[src/rtl/prng_arbiter_if.sv]
// prng_arbiter_if: seed handshake plus request/grant/data bus between requesters and prng_arbiter.
interface prng_arbiter_if #(
  parameter int N = 8,
  parameter int NUM_REQ = 4
);
  logic seed_valid;
  logic [N-1:0] seed_data;
  logic seed_ready;
  logic [NUM_REQ-1:0] req;
  logic [NUM_REQ-1:0] gnt;
  logic [N-1:0] rnd_data;
  modport master (output seed_valid, seed_data, req, input seed_ready, gnt, rnd_data);
  modport slave (input seed_valid, seed_data, req, output seed_ready, gnt, rnd_data);
endinterface

[src/rtl/prng_arbiter.sv]
// prng_arbiter: shares one PRNG core among NUM_REQ requesters with round-robin grants.
// Defining PRNG_ARB_RESEED_EN adds an automatic reseed every RESEED_PERIOD grants.
module prng_arbiter #(
  parameter int N = 8,
  parameter int NUM_REQ = 4,
  parameter int RESEED_PERIOD = 256
) (
  input  logic clk,
  input  logic reset,
  prng_arbiter_if.slave bus,
  output logic seeded,
  output logic [15:0] grant_count,
  output logic core_load_seed,
  output logic [N-1:0] core_seed_data,
  input  logic [N-1:0] core_prng_data,
  input  logic core_prng_done
);
  localparam int PW = NUM_REQ > 1 ? $clog2(NUM_REQ) : 1;
  typedef enum logic [1:0] {IDLE, LOAD, RUN} state_t;
  state_t state, state_n;
  logic [N-1:0] ld_seed, next_seed, buf_data;
  logic buf_full, seed_hs, auto_rs, grant, found;
  logic [PW-1:0] ptr, win;
  logic [NUM_REQ-1:0] elig;
  int j;
  assign bus.seed_ready = !reset && state != LOAD;
  assign seed_hs = bus.seed_valid && bus.seed_ready;
  // a requester's own req is ignored while its grant pulse is out
  assign elig = bus.req & ~bus.gnt;
  assign grant = state == RUN && buf_full && found && !seed_hs && !auto_rs;
  assign core_load_seed = state == LOAD;
  assign core_seed_data = core_load_seed ? ld_seed : '0;
`ifdef PRNG_ARB_RESEED_EN
  logic [31:0] since;
  logic [N-1:0] base, idx;
  assign auto_rs = state == RUN && since == 32'(RESEED_PERIOD);
  assign next_seed = seed_hs ? bus.seed_data : base + idx + 1'b1;
  always_ff @(posedge clk)
    if (reset) begin
      since <= '0;
      base <= '0;
      idx <= '0;
    end else begin
      since <= state == LOAD ? '0 : since + 32'(grant);
      if (seed_hs) begin
        base <= bus.seed_data;
        idx <= '0;
      end else if (auto_rs) idx <= idx + 1'b1;
    end
`else
  logic unused_period;
  assign unused_period = ^RESEED_PERIOD;
  assign auto_rs = 1'b0;
  assign next_seed = bus.seed_data;
`endif
  always_comb begin
    found = 1'b0;
    win = '0;
    j = 0;
    for (int k = 0; k < NUM_REQ; k++) begin
      j = int'(ptr) + k;
      if (j >= NUM_REQ) j = j - NUM_REQ;
      if (!found && elig[PW'(j)]) begin
        found = 1'b1;
        win = PW'(j);
      end
    end
  end
  always_comb begin
    state_n = state;
    state_n = (seed_hs || auto_rs) ? LOAD : (state == LOAD ? RUN : state);
  end
  always_ff @(posedge clk)
    if (reset) state <= IDLE;
    else state <= state_n;
  always_ff @(posedge clk)
    if (reset) begin
      bus.gnt <= '0;
      bus.rnd_data <= '0;
      buf_full <= 1'b0;
      buf_data <= '0;
      ptr <= '0;
      seeded <= 1'b0;
      grant_count <= '0;
      ld_seed <= '0;
    end else begin
      bus.gnt <= grant ? (NUM_REQ'(1) << win) : '0;
      bus.rnd_data <= grant ? buf_data : '0;
      if (grant) begin
        ptr <= win == PW'(NUM_REQ - 1) ? '0 : win + 1'b1;
        grant_count <= grant_count + 16'd1;
      end
      // an unconsumed value is overwritten by a newer one; consume+refill keeps it full
      if (state == LOAD) begin
        buf_full <= 1'b0;
        seeded <= 1'b1;
      end else if (state == RUN) buf_full <= core_prng_done || (buf_full && !grant);
      if (state == RUN && core_prng_done) buf_data <= core_prng_data;
      if (seed_hs || auto_rs) ld_seed <= next_seed == '0 ? N'(1) : next_seed;
    end
endmodule

[src/flat_wrapper.sv]
// flat-port wrapper written by rule: the top's interface ports become plain ports
module prng_arbiter_flat 
#(
  parameter int N = 8,
  parameter int NUM_REQ = 4,
  parameter int RESEED_PERIOD = 256
)
  (clk, reset, seeded, grant_count, core_load_seed, core_seed_data, core_prng_data, core_prng_done, bus_seed_valid, bus_seed_data, bus_req, bus_seed_ready, bus_gnt, bus_rnd_data);
  prng_arbiter_if #(.N(N), .NUM_REQ(NUM_REQ)) bus_i ();
  input  logic clk;
  input  logic reset;
  output logic seeded;
  output logic [15:0] grant_count;
  output logic core_load_seed;
  output logic [N-1:0] core_seed_data;
  input  logic [N-1:0] core_prng_data;
  input  logic core_prng_done;
  input wire logic [$bits(bus_i.seed_valid)-1:0] bus_seed_valid;
  input wire logic [$bits(bus_i.seed_data)-1:0] bus_seed_data;
  input wire logic [$bits(bus_i.req)-1:0] bus_req;
  output wire logic [$bits(bus_i.seed_ready)-1:0] bus_seed_ready;
  output wire logic [$bits(bus_i.gnt)-1:0] bus_gnt;
  output wire logic [$bits(bus_i.rnd_data)-1:0] bus_rnd_data;
  assign bus_i.seed_valid = bus_seed_valid;
  assign bus_i.seed_data = bus_seed_data;
  assign bus_i.req = bus_req;
  assign bus_seed_ready = bus_i.seed_ready;
  assign bus_gnt = bus_i.gnt;
  assign bus_rnd_data = bus_i.rnd_data;
  prng_arbiter #(.N(N), .NUM_REQ(NUM_REQ), .RESEED_PERIOD(RESEED_PERIOD)) u_core (.clk(clk), .reset(reset), .bus(bus_i), .seeded(seeded), .grant_count(grant_count), .core_load_seed(core_load_seed), .core_seed_data(core_seed_data), .core_prng_data(core_prng_data), .core_prng_done(core_prng_done));
endmodule
[config.mk]
export PLATFORM = sky130hd
export DESIGN_NAME = prng_arbiter_flat
export DESIGN_NICKNAME = d
export VERILOG_FILES = /design/src/rtl/prng_arbiter_if.sv /design/src/rtl/prng_arbiter.sv /design/src/flat_wrapper.sv
export SDC_FILE = /design/constraint.sdc
export NUM_CORES = 1
export LEC_CHECK = 0
export CORE_MARGIN = 10
export CORE_UTILIZATION = 43
export DETAILED_ROUTE_END_ITERATION = 8
export HOLD_SLACK_MARGIN = 0.08
export MAX_ROUTING_LAYER = met4
export PLACE_DENSITY = 0.8
export SLEW_MARGIN = 30
export SYNTH_ARGS = -nofsm -noshare
export SYNTH_HDL_FRONTEND = slang
export SYNTH_SLANG_ARGS = --single-unit
[constraint.sdc]
create_clock -name clk -period 1.7 [get_ports clk]
set_clock_uncertainty 0.1 [all_clocks]
set_input_delay 0.17 -clock clk [delete_from_list [all_inputs] [get_ports clk]]
set_output_delay 0.17 -clock clk [all_outputs]
set_load 0.01 [all_outputs]
=== After elaboration in Yosys (flattened, before gate mapping) ===
Index checks and enable logic that the tools add are counted.

* Bits in registers: 50
* Bits of input ports: 24
* Output and inout bits: 39
* Logic and storage cells: 86

* Add/sub/neg operators: 9
* Magnitude comparators: 8
* Equality and inequality tests: 4
* Shift-type cells: 1
* Multiplexer cells: 29
* Bitwise logic cells: 3
* Reductions and logical operators: 22

{| class="wikitable"
|+ Operator list
! operator !! number
|-
| 2-bit 2-to-1 mux || 9
|-
| 16-bit by 1-bit adder with 16-bit output, second input constant || 1
|-
| 2-bit by 4-bit less-than comparator with 1-bit output, second input constant || 4
|-
| 8-bit 2-to-1 mux || 2
|-
| 1-bit 2-to-1 mux || 14
|-
| 1-bit logical AND || 10
|-
| 3-bit >= comparator, second input constant || 3
|-
| 1-bit binary-select mux with 2-bit select || 4
|-
| 8-bit zero test || 1
|-
| 2-bit by 1-bit subtractor with 2-bit output, second input constant || 4
|-
| 2-bit by 2-bit adder with 3-bit output, second input constant || 2
|-
| 1-bit zero test || 6
|-
| 2-bit OR reduction || 3
|-
| 4-bit AND || 1
|-
| 2-bit equality test, second input constant || 2
|-
| 4-bit inverter || 1
|-
| 1-bit by 2-bit left shift with 4-bit output, first input constant || 1
|-
| 2-bit by 1-bit adder with 3-bit output, second input constant || 1
|-
| 2-bit by 3-bit >= comparator with 1-bit output, second input constant || 1
|-
| 2-bit by 1-bit adder with 2-bit output, second input constant || 1
|-
| 2-bit by 1-bit equality test with 1-bit output, second input constant || 1
|-
| 2-bit by 1-bit != test with 1-bit output, second input constant || 1
|-
| 2-bit nonzero test || 1
|-
| 1-bit logical OR || 1
|-
| 1-bit inverter || 1
|}

=== Depth between registers and ports, before layout ===
* Word-level depth: 20
* Gate-level depth with buffers: 7

=== Worst setup path after synthesis ===
Ideal clock, no wire load.

* Path kind: reg-to-reg
* Start point: register u_core.bus.gnt[1]
* End point: register u_core.ptr[1]
* Arrival time: 1.475 ns
* Required time: 1.468 ns
* Path slack: -0.008 ns
* Stages on the path, launching flop included: 7
* Cells stage by stage: dfxtp_1 -> nand2b_1 -> a211o_1 -> a22oi_1 -> ha_1 -> nand3_1 -> a21oi_1

* Longest elaborated chain between the ends: 17
* Elaborated cells between the ends (all ways): 33
* Classes of those cells: add/sub (1); eq/ne (1); mux (21); bitwise (2); reduce/logical (8)

{| class="wikitable"
|+ RTL lines
! element !! RTL line !! text
|-
| start, declared || prng_arbiter_if.sv:13 || <nowiki>modport slave (input seed_valid, seed_data, req, output seed_ready, gnt, rnd_data);</nowiki>
|-
| start signal, assigned || prng_arbiter.sv:87 || <nowiki>bus.gnt <= grant ? (NUM_REQ'(1) << win) : '0;</nowiki>
|-
| 4-bit inverter * || prng_arbiter.sv:29 || <nowiki>assign elig = bus.req & ~bus.gnt;</nowiki>
|-
| 4-bit AND * || prng_arbiter.sv:29 ||
|-
| 1-bit binary-select mux with 2-bit select || prng_arbiter.sv:63 || <nowiki>if (!found && elig[PW'(j)]) begin</nowiki>
|-
| 1-bit 2-to-1 mux (not written as such) (2 in a row) || prng_arbiter.sv:63 ||
|-
| 1-bit 2-to-1 mux || prng_arbiter.sv:63 ||
|-
| 1-bit zero test || prng_arbiter.sv:63 ||
|-
| 1-bit logical AND || prng_arbiter.sv:63 ||
|-
| 1-bit 2-to-1 mux || prng_arbiter.sv:63 ||
|-
| 1-bit zero test || prng_arbiter.sv:63 ||
|-
| 1-bit logical AND || prng_arbiter.sv:63 ||
|-
| 1-bit 2-to-1 mux || prng_arbiter.sv:63 ||
|-
| 1-bit zero test || prng_arbiter.sv:63 ||
|-
| 1-bit logical AND || prng_arbiter.sv:63 ||
|-
| 2-bit 2-to-1 mux * || prng_arbiter.sv:63 ||
|-
| via u_core.win[0] || prng_arbiter.sv:23 || <nowiki>logic [PW-1:0] ptr, win;</nowiki>
|-
| 2-bit by 1-bit adder with 2-bit output / 2-bit equality test (equally long branches) || prng_arbiter.sv:90 || <nowiki>ptr <= win == PW'(NUM_REQ - 1) ? '0 : win + 1'b1;</nowiki>
|-
| 2-bit 2-to-1 mux * || prng_arbiter.sv:90 ||
|-
| end signal, assigned || prng_arbiter.sv:90 ||
|-
| end, declared || prng_arbiter.sv:23 ||
|}

The timed path passes the listed nets; every way through them passes the cells marked *. The select of a mux whose other input is x is not followed.
A chain may end at the register's enable or synchronous reset.

=== Worst setup path after layout ===
* Start point: register u_core.state[0]
* End point: register u_core.grant_count[4]

* Longest elaborated chain between the ends: 5
* Elaborated cells between the ends (all ways): 8
* Classes of those cells: eq/ne (2); reduce/logical (6)

{| class="wikitable"
|+ RTL lines
! element !! RTL line !! text
|-
| start, declared || prng_arbiter.sv:20 || <nowiki>state_t state, state_n;</nowiki>
|-
| start signal, assigned || prng_arbiter.sv:75 || <nowiki>else state <= state_n;</nowiki>
|-
| 2-bit by 1-bit != test with 1-bit output || prng_arbiter.sv:26 || <nowiki>assign bus.seed_ready = !reset && state != LOAD;</nowiki>
|-
| 1-bit logical AND || prng_arbiter.sv:26 ||
|-
| 1-bit logical AND || prng_arbiter.sv:27 || <nowiki>assign seed_hs = bus.seed_valid && bus.seed_ready;</nowiki>
|-
| 1-bit zero test || prng_arbiter.sv:30 || <nowiki>assign grant = state == RUN && buf_full && found && !seed_hs && !auto_rs;</nowiki>
|-
| 1-bit logical AND * || prng_arbiter.sv:30 ||
|-
| end signal, assigned || prng_arbiter.sv:91 || <nowiki>grant_count <= grant_count + 16'd1;</nowiki>
|-
| end, declared || prng_arbiter.sv:12 || <nowiki>output logic [15:0] grant_count,</nowiki>
|}

Every way passes the cells marked *; elsewhere a longest branch is shown, timed or not.

==> results by group <==
Critical path
  – Max FO, Critical Path: 16
  – Top delay family on crit path: compound AO/OA/AOI/OAI gates
  – R2R setup slack: around 0.016 ns
  – Worst path cell trace: and2b_2, nand3b_4, buf_4, o41ai_1, a21oi_1
  – Worst path depth: 5
  – Worst setup EP type: register
  – Critical path class: reg -> reg
  – Crit path DAT: ~1.8 ns
  – Worst r2r path cells: 5
  – Slowest-stage cell, CP: o41ai_1
  – Critical path data required time: 1.78 ns
  – Critical path's largest stage delay: 0.35 ns
  – Worst setup SP type: register
  – WP buf/inv: 1
  – Worst reg2reg path startpoint: u_core.state[0]$_SDFFE_PP0P_
  – Worst reg2reg endpoint: u_core.grant_count[4]$_SDFFE_PP0P_

Routing
  – Residual DRC: 0
  – Detailed Route WL: approximately 6000 um
  – Vias/cell: between 5 and 6
  – 1st-pass router iterations: 4
  – Post-DRT Antenna Nets: 0
  – Vias: roughly 2100
  – WL/cell: approximately 15 um
  – DR iter-0 viols: between 90 and 100

Timing
  – Final period util: 0.991
  – Pins over their slew limit: 0
  – Fmax: approximately 590 MHz
  – Worst Tran Pin Value: approximately 0.36 ns
  – Final worst path period need: ~1.7 ns
  – Endpoints failing hold: 0
  – Slew headroom: 0.757
  – Final setup fails: 0
  – Worst hold margin: about 0.33 ns
  – RSZ-0062 raised after global routing: yes
  – Post-route setup TNS: 0 ns

Cells and area
  – Nets: between 300 and 400
  – Fraction of layout cells with a size suffix above 1: 0.249
  – Most frequent cells in the layout: clkdlybuf4s50_1, dfxtp_1, buf_4
  – Post-Layout Inst Area: around 3300 um^2
  – Area added between synthesis and finish: 48.1%
  – Antenna diodes: 0
  – Final Util: 0.654
  – Commonest non-fill, non-tap cell in the layout: clkdlybuf4s50_1
  – Cell Count, Final, Fillers Out: between 400 and 500

Die
  – CORE AREA: approximately 5100 um^2
  – Die W: ~90 um
  – I/O pin cnt: 63
  – Starting Density: 0.442
  – Die footprint: roughly 8500 um^2
  – Die H: 92.5 um
  – Placement row count: 26

Place
  – Final GP Congestion: approximately 0.79
  – PortBufs: 62
  – Placed Instance Area: approximately 3100 um^2
  – Post-DP HPWL: about 4400 um
  – Placed cells: 399

Hold path
  – Hold Crit Class: in -> reg
  – Worst hold stages: 3
  – WHS Endpoint: u_core.buf_data[5]$_SDFFE_PP0P_
  – Hold_sp: core_prng_data[5]

Global route
  – GR Overflow Total: 0
  – GRT Total Usage: 0.144
  – Largest net degree at the start of global routing: 28
  – First-pass GRT wire length: roughly 10000 um
  – Antenna violations before repair: 0
  – Number of global-route vias before repair: 2089

Synth
  – Ys Warns: 0
  – Register area share after synthesis: 0.443
  – Fraction of registers with async set/reset: 0
  – Synthesized Nets: between 200 and 300
  – Average cell area after synthesis: roughly 9 um^2
  – Synthesized flop and latch total: 50
  – Synth cell types: between 40 and 50
  – Synth Flop Type: dfxtp_1
  – Mapped cell area: ~2300 um^2
  – Post-synth EDFFs: 0
  – Gate Count Post-Synth: between 200 and 300

Clock network
  – CTS tree: yes
  – Clock Path Buffers: 2
  – CTS sink count: 50
  – H-tree depth: 2
  – Hold-fix buffers, CTS: 0
  – Clock slew at reported path FFs: around 0.09 ns
  – Clk Latency, worst-skew pair: 0.30 ns
  – Clk root buf: clkbuf_8
  – Cts bufs inserted: 5

Power
  – Peak VDD IR: about 0.6 mV
  – Pleak: around 0.0013 uW
  – Power per cell area: between 600 and 700 nW/um^2

Status
  – Status: complete, no violations

Run
  – MaxCap Viol Count: 0
## final cells by class
cell class,instances,area [um^2]
flip-flops and latches,50,1010
multi-input cells,185,1270
fillers,430,1770
clock inverters,3,21.3
clock buffers,5,68.8
inverters,3,11.3
well taps,70,87.6
repair buffers,96,868
## sequential cells by signal (all words and copies together) (netlist names)
register,count
u_core.grant_count,16
u_core.buf_data,8
u_core.bus.rnd_data,8
u_core.ld_seed,8
u_core.bus.gnt,4
u_core.ptr,2
u_core.state,2
u_core.buf_full,1
u_core.seeded,1
## power by group
part | total [uW] | switching (uW) | internal [uW]
clock | 696 | 406 | 290
combinational | 269 | 126 | 144
sequential | 1220 | 15.2 | 1200
total | 2180 | 547 | 1630
## tightest hold or removal path, delay by kind of cell
family	cells	cell delay (ns)
buffers and inverters	1	0.39
and+or+nand+nor	1	0.06
AOI/OAI and AO/OA	1	0.05
## synth_stat cells (6+ instances only)
master	number	area, um^2
and2_1	17	106
o31ai_1	6	45.0
nand2b_1	11	68.8
clkbuf_1	7	26.3
nand3_1	17	85.1
o21ai_0	10	50.1
nand2_1	20	75.1
nor2_1	10	37.5
dfxtp_1	50	1000
nor2b_1	11	68.8
a21oi_1	22	110
## timing repair
item,in CTS,in global routing
buffers inserted,1,1
gates cloned,1,2
resized for setup,19,39
setup endpoints to repair,32,28
pin swaps,2,4
## metrics by stage
step	setup WS, ns	total power (uW)
floorplan	0.0212	1360
global placement	-0.316	1500
detailed placement	-0.340	1500
CTS	0.0134	2180
global route	-0.0587	2290
finish	0.0161	2180
## cells by family after synthesis
| family | after synthesis | synth area share |
|---|---|---|
| AND/OR/NAND/NOR | 123 | 0.334 |
| adder cells (fa/ha/maj) | 2 | 0.0111 |
| multiplexers | 5 | 0.0249 |
| AO/OA/AOI/OAI | 54 | 0.149 |
| buffers and inverters | 18 | 0.0377 |
| flip-flops | 50 | 0.443 |
## how the worst max path moves through the flow
stage,from,endpoint,slack [ns]
after CTS,u_core.bus.gnt[0]$_SDFF_PP0_,u_core.grant_count[9]$_SDFFE_PP0P_,0.01
after global routing,u_core.state[0]$_SDFFE_PP0P_,u_core.grant_count[13]$_SDFFE_PP0P_,-0.06
after floorplan,u_core.grant_count[7]$_SDFFE_PP0P_,u_core.grant_count[13]$_SDFFE_PP0P_,0.02
after global placement,bus_req[1],u_core.grant_count[14]$_SDFFE_PP0P_,-0.32
after detailed placement,bus_req[1],u_core.grant_count[10]$_SDFFE_PP0P_,-0.34
final,u_core.state[0]$_SDFFE_PP0P_,u_core.grant_count[4]$_SDFFE_PP0P_,0.02
## metal layers
| metal | part of all wire | vias up | global-route usage |
|---|---|---|---|
| met1 | 0.42 | 999 | 0.165 |
| li1 | - | 1095 | - |
| met2 | 0.52 | 45 | 0.234 |
| met5 | 0 | - | - |
| met4 | 0.0096 | 0 | 0.0308 |
| met3 | 0.056 | 7 | 0.0549 |
(Power assumes the default switching activity.)
==> patch (same flow settings) <==
Build with the macro `PRNG_ARB_RESEED_EN` defined.
--- a/src/rtl/prng_arbiter.sv
+++ b/src/rtl/prng_arbiter.sv
@@ -2,2 +2,4 @@
 // Defining PRNG_ARB_RESEED_EN adds an automatic reseed every RESEED_PERIOD grants.
+`define PRNG_ARB_RESEED_EN
+
 module prng_arbiter #(
Behaviour: not the same (Yosys sat finds a counterexample within 10 cycles, from zero or initial values and one cycle with reset high).
==> patch against the original RTL <==
- the run now ends with setup timing left
- worst hold slack got worse by 0.082 ns
- sequential share of layout area fell by 3.0 points
- routed wire length rose to 2.7 times the old value
- critical path depth rose by 7
- first-iteration DRC count rose to 4.7 times the old value
- synthesized area rose by 100%
- sequential cell count rose by 48
- power rose by 100%
- worst setup slack got worse by 0.86 ns
- count of clock-buffer cells in the layout rose by 4
- clock power rose by 120%
- cell area rose by 120%
- non-clock buffer count rose by 107
==> patch: results (changes against the original RTL) <==
- Status: finished with violations
- Failing checks: setup timing
- Routed wire length: 16.21 mm (+170%)
- Final setup margin: -0.8480 ns (-0.8641 ns)
- Port Buffer Count: 62 (unchanged)
- Clock transition at path regs: 0.11 ns (+0.02 ns)
- Fin area: 7307 sq um (+120%)
- Placed Instance Area: 6469 sq um (+110%)
- Leakage: 2.982 nW (+140%)
- Post-synthesis sequential area ratio: 0.4288 (-0.01469)
- Yosys warnings: 0 (unchanged)
- DR iter-0 viols: 461 (+370%)
- Global-route wire length before repair: 23.65 mm (+140%)
- CTS H-tree depth: 3 (+1)
- Asr flop ratio synth: 0 (unchanged)
- Routability congestion estimate from global placement: 0.8504 (+7.0%)
- Area contributors post-synth: dfxtp_1 (43%), nor2_1 (6.4%), xor2_1 (6.3%), xnor2_1 (4.0%), nand3_1 (3.4%)
- Post-synth top cells: dfxtp_1 (98), nor2_1 (78), nand2_1 (36)
- Max IR drop VDD: 415.5 uV (-30%)
- Share of cells above drive strength 1: 0.4011 (+0.1526)
- Clock buffer depth: 2 (unchanged)
- Number of flops mapped to enable cells by yosys: 0 (unchanged)
- Cts bufs inserted: 9 (+4)
- Largest net degree at the start of global routing: 43 (+54%)
- Area leader, netlist: dfxtp_1
- Final setup fails: 91 (+91)
- ANT cells: 0 (unchanged)
- Worst-Skew Late Latency: 0.39 ns (+0.09 ns)
- Cell variety after synth: 51 (+13%)
- Number of global-route vias before repair: 4,793 (+130%)
- Detailed Place HPWL: 9.257 mm (+110%)
- Top Registers: u_core.since x32, u_core.grant_count x16
- Critical Path AT: 2.71 ns (+0.95 ns)
- GRT Total Usage: 0.1977 (+0.05396)
- Vias/cell: 5.694 (+9.3%)
- Pre-antenna DRT Iters: 5 (+1)
- Critical path peak fanout: 4 (-12)
- Slowest CP cell: o31ai_4
- Max Slew Vio Count: 0 (unchanged)
- Maxcap violations: 0 (unchanged)
- Tightest Pin Transition: 0.5459 ns (+0.1860 ns)
- Min-Delay Path Class: input pin to flop
- Nets: 750 (+100%)
- Initial antenna violation count: 0 (unchanged)
- Syn Nets: 557 (+100%)
- CTS root buffer: clkbuf_8
- Slowest stage delay, CP: 0.38 ns (+0.03 ns)
==> patch: cell types whose count changed in the layout (fill, tap and decap cells not counted), moves of 14 or more <==
cell / delta
buf_4: +92
buf_6: +19
dfxtp_1: +33
dfxtp_2: +15
nor2_1: +63
xnor2_1: +14
xor2_1: +33
==> patch: final timing paths <==
| kind | startpoint | to | cells after the start | slack (ns) |
|---|---|---|---|---|
| min | core_prng_data[4] | u_core.buf_data[4] | 3 | 0.24 |
| max | u_core.since[7] | u_core.since[28] | 12 | -0.85 |
| max reg2reg | u_core.since[7] | u_core.since[28] | 12 | -0.85 |
| min reg2reg | u_core.buf_data[6] | u_core.bus.rnd_data[6] | 1 | 0.36 |
==> patch: per-stage QoR <==
stage               setup slack, ns    util  setup TNS, ns  std cells
CTS                         -0.7234  0.6834         -37.78        853
finish                      -0.8480  0.7078         -45.18        854
global route                -0.9322  0.7078         -51.48        854
floorplan                   -0.7894       -         -23.43        520
detailed placement          -0.9102  0.6266         -42.48        820
global placement            -0.8717  0.6266         -38.36        820
==> patch: worst max-delay path: cells and delay by family, from the launching register on <==
kind / cells / cell delay, ns
simple gates: 7 / 0.93
compound gates: 1 / 0.38
flops: 1 / 0.35
fa+ha+maj: 2 / 0.33
xor+xnor: 1 / 0.20
buf+inv: 1 / 0.13
==> patch: cells by family after synthesis <==
| group | share of synthesized area |
|---|---|
| xor gates and xnor gates | 0.1034 |
| and+or+nand+nor | 0.2920 |
| muxes | 0.01750 |
| AOI/OAI and AO/OA | 0.08997 |
| adders and majority gates | 0.03719 |
| DFF | 0.4288 |
| buffers and inverters | 0.03117 |
==> patch: area by class of cell <==
class	count	area, sq um
multi-input cells	391	3089
fillers	648	3017
flip-flops and latches	98	1992
repair buffers	203	1823
well taps	136	170.2
clock buffers	9	123.9
clock inverters	7	66.31
inverters	10	42.54
==> patch: timing repair <==
item | in CTS | in global routing
gates cloned | 1 | 0
setup buffers | 16 | 9
endpoints found under the setup margin | 92 | 106
resized for setup | 109 | 60
pin swaps | 57 | 44
==> patch: power by group <==
part / internal (mW) / switching, mW / total (mW)
clock: 0.574 / 0.933 / 1.51
combinational: 0.296 / 0.298 / 0.594
sequential: 2.33 / 0.0285 / 2.36
==> patch: layer usage <==
layer / GRT usage / wire, um
met1: 0.2094 / 6073
met2: 0.3449 / 8102
met3: 0.04148 / 1248
met4: 0.09389 / 790
met5: - / 0
